--- config.mk ---
export PLATFORM = sky130hd
export DESIGN_NAME = seg7_scan
export DESIGN_NICKNAME = d
export VERILOG_FILES = /design/src/rtl/seg7_scan_pkg.sv /design/src/rtl/seg7_decode.sv /design/src/rtl/seg7_scan.sv
export SDC_FILE = /design/constraint.sdc
export NUM_CORES = 1
export LEC_CHECK = 0
export BUFFER_PORTS_ARGS = -buffer_cell sky130_fd_sc_hd__buf_2
export CORE_UTILIZATION = 54
export DETAILED_ROUTE_END_ITERATION = 10
export PLACE_DENSITY = 0.74
export SLEW_MARGIN = 25
export SYNTH_ARGS = -nofsm -noshare
export SYNTH_HDL_FRONTEND = slang
export SYNTH_SLANG_ARGS = --single-unit
--- constraint.sdc ---
create_clock -name clk -period 4 [get_ports clk]
set_input_delay 0.4 -clock clk [delete_from_list [all_inputs] [get_ports clk]]
set_output_delay 0.4 -clock clk [all_outputs]
set_load 0.02 [all_outputs]
--- src/rtl/seg7_scan_pkg.sv ---
// Shared display constants: digit codes and active-low segment patterns.
// Also used by the game FSM, so keep the names stable.
package seg7_scan_pkg;

    localparam logic [3:0] CODE_BLANK = 4'd10;
    localparam logic [3:0] CODE_DASH  = 4'd11;

    // Patterns are {g,f,e,d,c,b,a}, low = segment lit.
    localparam logic [6:0] SEG_0    = 7'b1000000;
    localparam logic [6:0] SEG_1    = 7'b1111001;
    localparam logic [6:0] SEG_2    = 7'b0100100;
    localparam logic [6:0] SEG_3    = 7'b0110000;
    localparam logic [6:0] SEG_4    = 7'b0011001;
    localparam logic [6:0] SEG_5    = 7'b0010010;
    localparam logic [6:0] SEG_6    = 7'b0000010;
    localparam logic [6:0] SEG_7    = 7'b1111000;
    localparam logic [6:0] SEG_8    = 7'b0000000;
    localparam logic [6:0] SEG_9    = 7'b0010000;
    localparam logic [6:0] SEG_DASH = 7'b0111111;
    localparam logic [6:0] SEG_OFF  = 7'b1111111;

    localparam logic [3:0] AN_OFF   = 4'b1111;

endpackage

--- src/rtl/seg7_decode.sv ---
// Combinational digit-code to 7-segment decoder.
// Codes 10 and 12-15 produce a dark digit.
module seg7_decode
    import seg7_scan_pkg::*;
(
    input  logic [3:0] code_i,
    output logic [6:0] seg_o
);

    always_comb begin
        seg_o = SEG_OFF;
        case (code_i)
            4'd0:      seg_o = SEG_0;
            4'd1:      seg_o = SEG_1;
            4'd2:      seg_o = SEG_2;
            4'd3:      seg_o = SEG_3;
            4'd4:      seg_o = SEG_4;
            4'd5:      seg_o = SEG_5;
            4'd6:      seg_o = SEG_6;
            4'd7:      seg_o = SEG_7;
            4'd8:      seg_o = SEG_8;
            4'd9:      seg_o = SEG_9;
            CODE_DASH: seg_o = SEG_DASH;
            default:   seg_o = SEG_OFF;
        endcase
    end

endmodule

--- src/rtl/seg7_scan.sv ---
// Four-digit multiplexed 7-segment scanner with guard band,
// frame-synchronous digit capture and per-digit blinking.
module seg7_scan
    import seg7_scan_pkg::*;
#(
    parameter int SCAN_DIV     = 100000,
    parameter int GUARD        = 16,
    parameter int BLINK_FRAMES = 125
) (
    input  logic       clk,
    input  logic       rst,
    input  logic [3:0] dig0,
    input  logic [3:0] dig1,
    input  logic [3:0] dig2,
    input  logic [3:0] dig3,
    input  logic [3:0] blink_mask,
    output logic [3:0] an,
    output logic [6:0] seg,
    output logic       dp
);

    localparam int CW = $clog2(SCAN_DIV);
    localparam int FW = $clog2(BLINK_FRAMES + 1);

    localparam logic [CW-1:0] CNT_LAST = CW'(SCAN_DIV - 1);
    localparam logic [CW-1:0] GUARD_C  = CW'(GUARD);
    localparam logic [FW-1:0] FRM_LAST = FW'(BLINK_FRAMES - 1);

    localparam logic PH_OFF = 1'b0;
    localparam logic PH_ON  = 1'b1;

    logic [CW-1:0]   scan_cnt_q, scan_cnt_d;
    logic [1:0]      idx_q, idx_d;
    logic [FW-1:0]   frame_cnt_q, frame_cnt_d;
    logic            phase_q, phase_d;
    logic [3:0][3:0] shadow_q, shadow_d;
    logic [3:0]      an_q, an_d;
    logic [6:0]      seg_q, seg_d;
    logic            dp_q;

    logic tick;
    logic frame_end;
    logic hide;

    seg7_decode u_decode (
        .code_i (shadow_q[idx_q]),
        .seg_o  (seg_d)
    );

    always_comb begin
        tick       = (scan_cnt_q == CNT_LAST);
        frame_end  = tick && (idx_q == 2'd3);
        scan_cnt_d = tick ? '0 : scan_cnt_q + CW'(1);
        idx_d      = tick ? idx_q + 2'd1 : idx_q;
        shadow_d   = frame_end ? {dig3, dig2, dig1, dig0} : shadow_q;

        frame_cnt_d = frame_cnt_q;
        phase_d     = phase_q;
        // An empty mask parks the blink timer so re-enabling starts lit.
        if (blink_mask == 4'b0000) begin
            frame_cnt_d = '0;
            phase_d     = PH_ON;
        end else if (frame_end) begin
            if (frame_cnt_q == FRM_LAST) begin
                frame_cnt_d = '0;
                phase_d     = ~phase_q;
            end else begin
                frame_cnt_d = frame_cnt_q + FW'(1);
            end
        end

        hide = (scan_cnt_q < GUARD_C) ||
               ((phase_q == PH_OFF) && blink_mask[idx_q]);
        an_d = hide ? AN_OFF : ~(4'b0001 << idx_q);
    end

    always_ff @(posedge clk or posedge rst) begin
        if (rst) begin
            scan_cnt_q  <= '0;
            idx_q       <= 2'd0;
            frame_cnt_q <= '0;
            phase_q     <= PH_ON;
            shadow_q    <= {4{CODE_BLANK}};
            an_q        <= AN_OFF;
            seg_q       <= SEG_OFF;
            dp_q        <= 1'b1;
        end else begin
            scan_cnt_q  <= scan_cnt_d;
            idx_q       <= idx_d;
            frame_cnt_q <= frame_cnt_d;
            phase_q     <= phase_d;
            shadow_q    <= shadow_d;
            an_q        <= an_d;
            seg_q       <= seg_d;
            dp_q        <= 1'b1;
        end
    end

    assign an  = an_q;
    assign seg = seg_q;
    assign dp  = dp_q;

endmodule
==> impl_results.md <==
* Area growth from synthesis to final layout at 11.6%
* Number of hold-slack violations in the final timing report at 0
* Pre-CTS worst setup slack at 1600 ps
* Worst hold path class: input port to asynchronous set/reset pin
* Top cell type's share of synthesized area at 31.7%
* Port Buffer Count at 32
* Critical path launch point type: register
* Source-to-sink clock delay at the later pin of the worst-skew pair at 310 ps
* Num CTS Buffers at 5
* Yosys top cell by area: sky130_fd_sc_hd__dfrtp_1
* Cell at the root of the clock tree: sky130_fd_sc_hd__clkbuf_8
* Worst setup path class: register to register
* TritonCTS clock tree: done
* Global-route usage over all layers at between 20% and 30%
* Fillers at between 300 and 400
* Core Util, Final at between 60% and 70%
* WL per Instance at between 15 and 20 microns
* Unique masters post-synth at 40
* Period Utilization, post-route at roughly 60%
* Wire length of the first global-routing pass at approximately 8500 microns
* Share of flip-flops with an asynchronous set or reset at 100%
* Netlist Area Pre-Place at 0.00269 sq mm
* Worst-margin pin slew at ~740 ps
* Maximum clock insertion buffer count at 2
* Post-Synthesis Cells at approximately 230
* Mean Syn Cell Area at ~12 sq um
* Placer's final routability congestion estimate at about 0.92
* Leakage power at around 1.3 nW
* Share of final-layout standard cells stronger than drive strength 1 at about a third
* Number of levels in the clock H-tree at 2
* Reg-to-reg setup timing slack at ~1600 ps
* Post-route cell area at 0.00300 sq mm
* Most used flip-flop cell after synthesis: sky130_fd_sc_hd__dfrtp_1
* Synthesis warning total at 0
* Worst hold-check slack at roughly 170 ps
* Die Y-Extent at 72.5 microns
* Post-Route Setup TNS at 0 ps
* Largest net degree at the start of global routing at 55
* Status: finished, final reports clean
* Max Freq at a little over 400 MHz
* Max cap viols at 0
* Number of synthesized flops with an enable pin at 0
* Sequential share of the synthesized area at about 51%
* CP Capture Type: register
* Flops & latches, synth at 54
* Average vias per placed instance at roughly 5.5
* Maximum fanout along the worst path at 25
* Hold-fix buffers, CTS at 0
* Setup Viol. Count Final at 0
* Detailed placement HPWL at around 3500 microns
* Biggest area contributors in the synthesized netlist: sky130_fd_sc_hd__dfrtp_1 (32%), sky130_fd_sc_hd__dfstp_2 (20%), sky130_fd_sc_hd__mux2_2 (7.1%)
* Chip Width at about 73 microns
* Final global-route overflow total at 0
* Total vias in the final route at 1827
* Number of placement rows at 25
* Die area at approximately 0.0053 sq mm
* Final critical path time including I/O delays and setup at roughly 2400 ps
* Layout net count at roughly 300
* Cells resized by post-CTS repair at 0
* Final Routed Wirelength at approximately 5000 microns
* Endpoint of the lowest-slack register-to-register path: frame_cnt_q[2]
* Depth of the worst register-to-register path at 6
* Post-route DRC violation count at 0
* Area of the placeable core at around 0.0048 sq mm
* Total I/O pin count at 34
* Initial antenna violation count at 0
* Number of detailed-route iterations in the first pass at 4
* Clk sink count at between 50 and 60
* Total placed instance area at slightly below 0.003 sq mm
* FF/Latch Area at ~0.0014 sq mm
* Req. time, crit path at approximately 4200 ps
* Number of inserted diodes at 0
* Top-count cell post-synth: sky130_fd_sc_hd__dfrtp_1
* Crit path arrival time at about 2600 ps
* Total power divided by cell area at approximately 330 mW/mm^2
* Most instantiated cells after synthesis: sky130_fd_sc_hd__dfrtp_1 (34), sky130_fd_sc_hd__dfstp_2 (20), sky130_fd_sc_hd__nand2_1 (19)
* Reg2reg start: scan_cnt_q[0]
* Area occupied by multi-input gates at 0.00124 sq mm
* Number of global-route vias before repair at around 1.8k
* Initial cell density of the core at 56.5%
* Max transition margin at about half
* Buffer count from post-CTS setup fixing at 0
* Total count of max-transition violations in the final report at 0
* Peak ir drop on the vdd network at between 0.2 and 0.25 mV
* ANT nets after route at 0
* Syn nets at roughly 270
* Clock Skew at between 3 and 4 ps
* Setup ws final at about 1600 ps
* RSZ-0062 raised after global routing: false
* Clk pin slew, worst setup/hold paths at roughly 90 ps
* Detailed Route Iter0 Violations at ~170
-- cells by family after synthesis --
| kind of cell | share of synthesized area (%) |
|---|---|
| and+or+nand+nor | 14.9 |
| buffers and inverters | 2.93 |
| adders and majority gates | 6.06 |
| DFF | 51.2 |
| other | 0.140 |
| muxes | 12.3 |
| AOI/OAI and AO/OA | 7.87 |
| xor gates and xnor gates | 4.56 |
-- registers in the layout, summed over array words and instances (netlist names) --
signal,flops
an,4
frame_cnt_q,7
idx_q,2
phase_q,1
scan_cnt_q,17
seg,7
shadow_q,16
-- worst max-delay path by stage --
stage                                end      startpoint  cells past startpoint
final                     frame_cnt_q[2]   scan_cnt_q[0]                      6
after floorplan           frame_cnt_q[2]  scan_cnt_q[11]                      5
after global routing      frame_cnt_q[2]   scan_cnt_q[0]                      6
after global placement    frame_cnt_q[2]   scan_cnt_q[0]                      6
after detailed placement  frame_cnt_q[2]   scan_cnt_q[0]                      6
after CTS                 frame_cnt_q[2]   scan_cnt_q[0]                      6
-- worst max-delay path, stage by stage (launching register included) --
cell and delay [ps]:
sky130_fd_sc_hd__dfrtp_1 390, sky130_fd_sc_hd__ha_1 240, sky130_fd_sc_hd__nand4_1 200, sky130_fd_sc_hd__nor3_1 490, sky130_fd_sc_hd__nand3_4 390, sky130_fd_sc_hd__or3b_1 480
sky130_fd_sc_hd__a21oi_1 140
-- layout by cell type, fill, tap and decap left out, types with 3 or more instances in the layout --
master,instances
sky130_fd_sc_hd__dfrtp_1,34
sky130_fd_sc_hd__buf_2,32
sky130_fd_sc_hd__dfstp_2,20
sky130_fd_sc_hd__nand2_1,19
sky130_fd_sc_hd__mux2_2,17
sky130_fd_sc_hd__ha_1,13
sky130_fd_sc_hd__o21ai_0,11
sky130_fd_sc_hd__nor2_1,11
sky130_fd_sc_hd__inv_1,10
sky130_fd_sc_hd__nand3_1,9
sky130_fd_sc_hd__a21oi_1,9
sky130_fd_sc_hd__xnor2_1,8
sky130_fd_sc_hd__nand4_1,7
sky130_fd_sc_hd__mux2i_1,6
sky130_fd_sc_hd__xor2_1,6
sky130_fd_sc_hd__clkbuf_8,6
sky130_fd_sc_hd__o41ai_1,5
sky130_fd_sc_hd__nor3_1,4
sky130_fd_sc_hd__nor2b_1,4
sky130_fd_sc_hd__a31oi_1,3
sky130_fd_sc_hd__mux4_2,3
sky130_fd_sc_hd__or2_2,3
-- stage by stage --
stage	power, W	cells
2_1_floorplan	0.000668	232
3_3_place_gp	0.000696	326
3_5_place_dp	0.000701	326
4_1_cts	0.00101	334
5_1_grt	0.00104	334
6_report	0.000998	334
-- final cells by class --
cell class | instances | share of cell area (%)
clock buffers | 8 | 3.00
inverters | 11 | 1.46
multi-input cells | 161 | 41.3
flip-flops and latches | 54 | 45.9
well taps | 67 | 2.80
repair buffers | 33 | 5.59
-- metal layers --
metal,up-vias,global-route usage (%),wire [microns]
met5,-,0,0
met4,0,6.75,74
met3,8,5.56,219
met2,41,32.7,2300
met1,888,30.5,2430
li1,890,-,-
-- where the power goes --
group / internal, W / switching [W] / total (W)
Clock: 0.000141 / 0.000166 / 0.000307
Combinational: 0.0000378 / 0.0000524 / 0.0000902
Sequential: 0.000581 / 0.0000196 / 0.000601
Total: 0.000760 / 0.000238 / 0.000998
Note: power is estimated with default switching activity, not from simulation.
